==> src/rtl/priority_encoder_serial_if.sv <==
// Handshake bundle for priority_encoder_serial: vector input side and
// one-index-per-beat output side.
interface priority_encoder_serial_if #(
    parameter int N = 8
);
    localparam int W = $clog2(N);

    logic [N-1:0] in_vec;
    logic         in_valid;
    logic         in_ready;
    logic [W-1:0] out_idx;
    logic         out_valid;
    logic         out_ready;
    logic         out_last;
    logic         out_none;

    modport slave (
        input  in_vec, in_valid, out_ready,
        output in_ready, out_idx, out_valid, out_last, out_none
    );

    modport master (
        output in_vec, in_valid, out_ready,
        input  in_ready, out_idx, out_valid, out_last, out_none
    );
endinterface

==> src/rtl/priority_encoder_serial.sv <==
// Serial priority encoder: captures an N-bit request vector and emits one set index per beat.
// Define PRIO_ENC_RR_EN for round-robin selection; default is fixed lowest-index-first.
module priority_encoder_serial #(
    parameter int N = 8
) (
    input  logic                      clk,
    input  logic                      rst_n,
    priority_encoder_serial_if.slave  bus
);
    localparam int W = $clog2(N);
    localparam logic [N-1:0] ONE = {{(N-1){1'b0}}, 1'b1};

    logic [N-1:0] pending_q, pending_d;
    logic         zero_q, zero_d;
    logic [W-1:0] idx_q, idx_d;
    logic         valid_q, valid_d;
    logic         last_q, last_d;
    logic         none_q, none_d;

    logic [W-1:0] sel_idx;
    logic [N-1:0] pend_clr;
    logic         in_ready;
    logic         can_issue;

`ifdef PRIO_ENC_RR_EN
    logic [W-1:0] ptr_q, ptr_d;
    logic         found;
    int           j;

    // Scan upward from the pointer, wrapping, and take the first set bit.
    always_comb begin
        sel_idx = '0;
        found   = 1'b0;
        j       = 0;
        for (int i = 0; i < N; i++) begin
            j = int'(ptr_q) + i;
            if (j >= N) j = j - N;
            if (!found && pending_q[j]) begin
                found   = 1'b1;
                sel_idx = W'(j);
            end
        end
    end
`else
    always_comb begin
        sel_idx = '0;
        for (int i = N - 1; i >= 0; i--) begin
            if (pending_q[i]) sel_idx = W'(i);
        end
    end
`endif

    assign pend_clr  = pending_q & ~(ONE << sel_idx);
    assign in_ready  = (pending_q == '0) && !zero_q;
    assign can_issue = !valid_q || bus.out_ready;

    always_comb begin
        pending_d = pending_q;
        zero_d    = zero_q;
        idx_d     = idx_q;
        valid_d   = valid_q;
        last_d    = last_q;
        none_d    = none_q;
`ifdef PRIO_ENC_RR_EN
        ptr_d     = ptr_q;
`endif
        if (can_issue) begin
            if (pending_q != '0) begin
                idx_d     = sel_idx;
                valid_d   = 1'b1;
                last_d    = (pend_clr == '0);
                none_d    = 1'b0;
                pending_d = pend_clr;
`ifdef PRIO_ENC_RR_EN
                ptr_d     = (int'(sel_idx) == N - 1) ? '0 : sel_idx + W'(1);
`endif
            end else if (zero_q) begin
                // All-zero vector: a single marker beat; the pointer stays put.
                idx_d   = '0;
                valid_d = 1'b1;
                last_d  = 1'b1;
                none_d  = 1'b1;
                zero_d  = 1'b0;
            end else begin
                valid_d = 1'b0;
            end
        end
        // Accept only happens when nothing is pending, so it never races an issue.
        if (bus.in_valid && in_ready) begin
            pending_d = bus.in_vec;
            zero_d    = (bus.in_vec == '0);
        end
    end

    always_ff @(posedge clk or negedge rst_n) begin
        if (!rst_n) begin
            pending_q <= '0;
            zero_q    <= 1'b0;
            idx_q     <= '0;
            valid_q   <= 1'b0;
            last_q    <= 1'b0;
            none_q    <= 1'b0;
`ifdef PRIO_ENC_RR_EN
            ptr_q     <= '0;
`endif
        end else begin
            pending_q <= pending_d;
            zero_q    <= zero_d;
            idx_q     <= idx_d;
            valid_q   <= valid_d;
            last_q    <= last_d;
            none_q    <= none_d;
`ifdef PRIO_ENC_RR_EN
            ptr_q     <= ptr_d;
`endif
        end
    end

    assign bus.in_ready  = in_ready;
    assign bus.out_idx   = idx_q;
    assign bus.out_valid = valid_q;
    assign bus.out_last  = last_q;
    assign bus.out_none  = none_q;
endmodule

==> src/flat_wrapper.sv <==
// flat-port wrapper written by rule: the top's interface ports become plain ports
module priority_encoder_serial_flat 
#(
    parameter int N = 8
)
  (clk, rst_n, bus_in_vec, bus_in_valid, bus_out_ready, bus_in_ready, bus_out_idx, bus_out_valid, bus_out_last, bus_out_none);
  priority_encoder_serial_if #(.N(N)) bus_i ();
  input  logic clk;
  input  logic rst_n;
  input wire logic [$bits(bus_i.in_vec)-1:0] bus_in_vec;
  input wire logic [$bits(bus_i.in_valid)-1:0] bus_in_valid;
  input wire logic [$bits(bus_i.out_ready)-1:0] bus_out_ready;
  output wire logic [$bits(bus_i.in_ready)-1:0] bus_in_ready;
  output wire logic [$bits(bus_i.out_idx)-1:0] bus_out_idx;
  output wire logic [$bits(bus_i.out_valid)-1:0] bus_out_valid;
  output wire logic [$bits(bus_i.out_last)-1:0] bus_out_last;
  output wire logic [$bits(bus_i.out_none)-1:0] bus_out_none;
  assign bus_i.in_vec = bus_in_vec;
  assign bus_i.in_valid = bus_in_valid;
  assign bus_i.out_ready = bus_out_ready;
  assign bus_in_ready = bus_i.in_ready;
  assign bus_out_idx = bus_i.out_idx;
  assign bus_out_valid = bus_i.out_valid;
  assign bus_out_last = bus_i.out_last;
  assign bus_out_none = bus_i.out_none;
  priority_encoder_serial #(.N(N)) u_core (.clk(clk), .rst_n(rst_n), .bus(bus_i));
endmodule
==> config.mk <==
export PLATFORM = sky130hd
export DESIGN_NAME = priority_encoder_serial_flat
export DESIGN_NICKNAME = d
export VERILOG_FILES = /design/src/rtl/priority_encoder_serial_if.sv /design/src/rtl/priority_encoder_serial.sv /design/src/flat_wrapper.sv
export SDC_FILE = /design/constraint.sdc
export NUM_CORES = 1
export LEC_CHECK = 0
export ABC_AREA = 1
export ABC_CLOCK_PERIOD_IN_PS = 3100
export CAP_MARGIN = 20
export CORE_MARGIN = 1.5
export CORE_UTILIZATION = 55
export CTS_BUF_LIST = sky130_fd_sc_hd__clkbuf_2 sky130_fd_sc_hd__clkbuf_4 sky130_fd_sc_hd__clkbuf_8
export CTS_CLUSTER_DIAMETER = 30
export DETAILED_ROUTE_END_ITERATION = 12
export GPL_TIMING_DRIVEN = 0
export PLACE_DENSITY = 0.92
export SLEW_MARGIN = 20
export SYNTH_ARGS = -nofsm -noshare
export SYNTH_HDL_FRONTEND = slang
export SYNTH_SLANG_ARGS = --single-unit
==> constraint.sdc <==
create_clock -name clk -period 3.1 [get_ports clk]
set_clock_uncertainty 0.15 [all_clocks]
set_input_delay 0.31 -clock clk [delete_from_list [all_inputs] [get_ports clk]]
set_output_delay 0.31 -clock clk [all_outputs]
set_load 0.02 [all_outputs]
* After elaboration in Yosys (flattened, before gate mapping)
Cells that the tools add are included.
** Word-level totals
- Output and inout port bits :: 7
- Input port bits :: 12
- Flip-flop bits (word level) :: 15
- Logic and storage cells :: 46
** Operators by class
- Reductions and logical operators :: 15
- Mux-type cells :: 21
- Shift-type cells :: 1
- Equality and inequality tests :: 1
- Bitwise logic cells :: 2
** Operators with widths (count)
- two-way mux 3 bit :: 10
- logical NOT 8 bit :: 3
- two-way mux 8 bit :: 3
- bitwise AND 8 bit :: 1
- two-way mux 1 bit :: 8
- NOT 8 bit :: 1
- nonzero test 8 bit :: 1
- << shifter 1 x 3 -> 8 bit (first input constant) :: 1
- AND reduction 2 bit :: 3
- nonzero test 2 bit :: 3
- logical AND 1 bit :: 2
- logical NOT 1 bit :: 2
- inequality test 2 bit (second input constant) :: 1
- logical OR 1 bit :: 1

* Depth between registers and ports, before layout
- Depth in word-level cells :: 14
- Gate-level depth with buffers :: 13
- Gate-level depth less buffers :: 13

* Least setup slack after synthesis
Ideal clock, no wire load.
- Path kind :: register -> register
- Start point :: register u_core.pending_q[3]
- End point :: register u_core.pending_q[4]
- Buffers on the path :: 1
- Period minus slack after synthesis :: 1601 ps
- Slack :: 1499 ps
- Arrival time :: 1325 ps
- Library setup time :: 126 ps
- Data required time :: 2824 ps
- Cell stages (with the launch flop) :: 10
- Path through :: dfrtp_1 -> nor2_2 -> nand2_2 -> nor2_2 -> inv_2 -> nor2_8 -> nand2_4 -> nand2_4 -> buf_12 -> o21ai_0
** Between the ends
- Elaborated cells on any way between the ends :: 17
- Those cells by class :: shift: 1; mux: 7; bitwise: 2; reduce/logical: 7
** RTL lines
- start, declared :: line priority_encoder_serial.sv:13 : logic [N-1:0] pending_q, pending_d;
- start signal, assigned :: line priority_encoder_serial.sv:107 : pending_q <= pending_d;
- logical NOT 8 bit (*) :: line priority_encoder_serial.sv:54 : assign in_ready = (pending_q == '0) && !zero_q;
- logical AND 1 bit (*) :: line priority_encoder_serial.sv:54
- net bus_in_ready :: line flat_wrapper.sv:13 : output wire logic [$bits(bus_i.in_ready)-1:0] bus_in_ready;
- logical AND 1 bit (*) :: line priority_encoder_serial.sv:89 : if (bus.in_valid && in_ready) begin
- nonzero test 2 bit (no line)
- AND reduction 2 bit (no line)
The timed path passes the listed nets; every way through them passes the cells marked *. The select of a mux whose other input is x is not followed.
A chain may end at the register's enable or synchronous reset.

* Final worst setup path
- Start point :: register u_core.pending_q[3]
- End point :: output port bus_in_ready
** Between the ends
- Cells in the longest elaborated chain, start to end :: 2
** Ends and longest elaborated chain (line)
- logical NOT 8 bit :: priority_encoder_serial.sv:54
- logical AND 1 bit :: priority_encoder_serial.sv:54
- end, declared :: flat_wrapper.sv:13
No other way between the ends.

==> flow_summary.toml <==
[final_layout]
fin_cells = 157
final-seq-area_um2 = 375
diodes = 0
multiInputGateArea_um2 = 414
drive_above_1_share = 0.135
fillers = 129
area_delta_synth_final_pct = 25.8
fin_nets = 154

[timing]
relSlewSlack = 0.556
final.setup.tns_ns = 0
hold_viol = 0
rsz0062_at_grt = "false"
setup_viol = 0
max_slew.worst_pin.slew_ns = 0.664
drv_slew = 0
timing.final.crit_share = 0.765
max_freq_mhz = 422
finalCriticalPeriod_ns = 2.37

[clock_tree]
clkTransAtPathRegs_ns = 0.09
cts_buffers = 3
cts_tree = "built"
clockBufferDepth = 2
ctsResizeCount = 0
cts_setup_buffers = 0
htreeDepth = 1
root_buffer = "clkbuf_4"
clkLatencyLatePin_ns = 0.29
postCtsHoldBufs = 0
cts.sinks = 15

[setup_path]
r2r_start = "u_core.pending_q[3]"
required_ns = 2.64
critPathKind = "flip-flop to output pin"
r2r-end = "u_core.pending_q[1]"
critPathLaunchType = "flip-flop"
reg2reg_depth = 9
crit_fanout = 4
worstPathArrival_ns = 1.91
cp-startpoint = "u_core.pending_q[3]"
r2r_slack_ns = 1.32
cp-end-kind = "output pin"

[route]
highest_layer = "met4"
drtIter0Drc = 27
vias_per_cell = 5.34
met1_length_um = 738
wl_met3_um = 140
post_drt_wl_per_cell_um = 12.2
antenna_left = 0
wl_met2_um = 956
vias = 838
drc = 0
wl_um = 1910
drt_pass1_iterations = 5

[floorplanning]
die_y_um = 43.3
core.rowCount = 14
fp.dieW_um = 43.3
core_mm2 = 0.00151
die_area_mm2 = 0.00187
io_pins = 19
start_util = 0.592

[outcome]
outcome = "finished, final reports clean"

[synthesis]
synth_cells = 119
synth_warnings = 0
ys_types = 19
synth_area_um2 = 892
synthesis.nets = 131
ys_ff_latch = 15
syn_area_per_cell_um2 = 7.50
yosysSeqAreaShare = 0.421

[worst_hold_path]
hold_path_class = "input pin to asynchronous set/reset pin"

[global_route]
grt_usage = 0.245
grt_pass1_wl_um = 3330
grt_pass1_vias = 821
grt_max_degree = 16
grt_overflow = 0
antenna_found_initial = 0

[pwr]
leakagePower_uw = 0.000574
ir_drop_mv = 0.633
cellPowerDensity_mw_per_mm2 = 1150
power_frac_seq = 0.262
power_switching_share = 0.490
combPwrFrac = 0.643
p_int_uw = 660
clkPwrFrac = 0.095
switchingPower_uw = 633

[placed_design]
hpwl_um = 1480
gp_congestion = 0.892
dp.cells = 153
portBuffers = 18

[job]
maxCapViolCount = 0
metrics by stage:
step,setup WS [ns],utilization,cell area (µm²),power [µW],hold slack [ns]
4_1_cts,0.735,0.745,1120,1290,0.298
2_1_floorplan,1.50,-,892,954,-0.136
6_report,0.729,0.745,1120,1290,0.272
3_3_place_gp,1.08,0.725,1090,1140,0.307
5_1_grt,0.644,0.745,1120,1410,0.322
3_5_place_dp,1.06,0.725,1090,1170,0.307
cells by family after synthesis:
kind of cell           Yosys count  synth area share
buffers and inverters           23             0.115
DFF                             15             0.421
AOI/OAI and AO/OA               21             0.135
and+or+nand+nor                 60             0.330
final cells by class:
cell class / instances / area share
Clock buffer: 4 / 0.0268
Sequential cell: 15 / 0.334
Multi-Input combinational cell: 81 / 0.369
Inverter: 22 / 0.0736
Timing Repair Buffer: 18 / 0.161
Buffer: 1 / 0.0178
Tap cell: 16 / 0.0178
power by group through the flow:
| stage | clock [µW] | combinational [µW] | sequential (µW) |
|---|---|---|---|
| floorplan | 0 | 588 | 366 |
| global placement | 0 | 808 | 336 |
| detailed placement | 0 | 824 | 341 |
| CTS | 125 | 832 | 338 |
| global route | 133 | 928 | 347 |
| finish | 123 | 832 | 339 |
metal layers:
metal	vias up	GRT usage
li1	417	-
met1	362	0.278
met2	50	0.409
met3	9	0.0638
met4	0	0.139
met5	-	0
worst max path at each step:
stage,end,cells past startpoint
2_1_floorplan,u_core.pending_q[4],9
3_3_place_gp,bus_in_ready,6
3_5_place_dp,bus_in_ready,6
4_1_cts,bus_in_ready,6
5_1_grt,bus_in_ready,6
6_report,bus_in_ready,6
cells in the mapped netlist (all sizes together):
cell	number	area [µm²]
nand4	3	18.8
o21ai	17	96.3
nor2	11	70.1
buf	1	20.0
a21oi	2	10.0
nand3	6	30.0
nand2	40	175
dfrtp	15	375
inv	22	82.6
o22ai	1	6.26
o31ai	1	7.51
critical path, stage by stage, from the launching register on:
cell and delay [ns]:
dfrtp_1 0.42, nor2_2 0.18, nand2_2 0.10, nor2_2 0.12, inv_2 0.07, nor2_8 0.11
clkdlybuf4s50_1 0.61
registers in the layout, indices dropped and copies added (netlist names):
signal and count:
u_core.zero_q 1, u_core.bus.out_idx 3, u_core.bus.out_last 1, u_core.bus.out_valid 1, u_core.bus.out_none 1, u_core.pending_q 8
placed cells by master, fill, tap and decap left out, types with 2 or more instances in the layout:
master           Yosys  layout
nor2_1               7       7
clkdlybuf4s50_1      0      18
o21ai_0             13      13
a21oi_1              2       2
nand2_2              4       4
dfrtp_1             15      15
nor2_2               2       2
inv_1               21      21
nand4_1              3       3
nand3_1              6       6
nand2_4              2       2
o21ai_2              3       3
nand2_1             34      34
clkbuf_4             0       4
(Power assumes the default switching activity.)
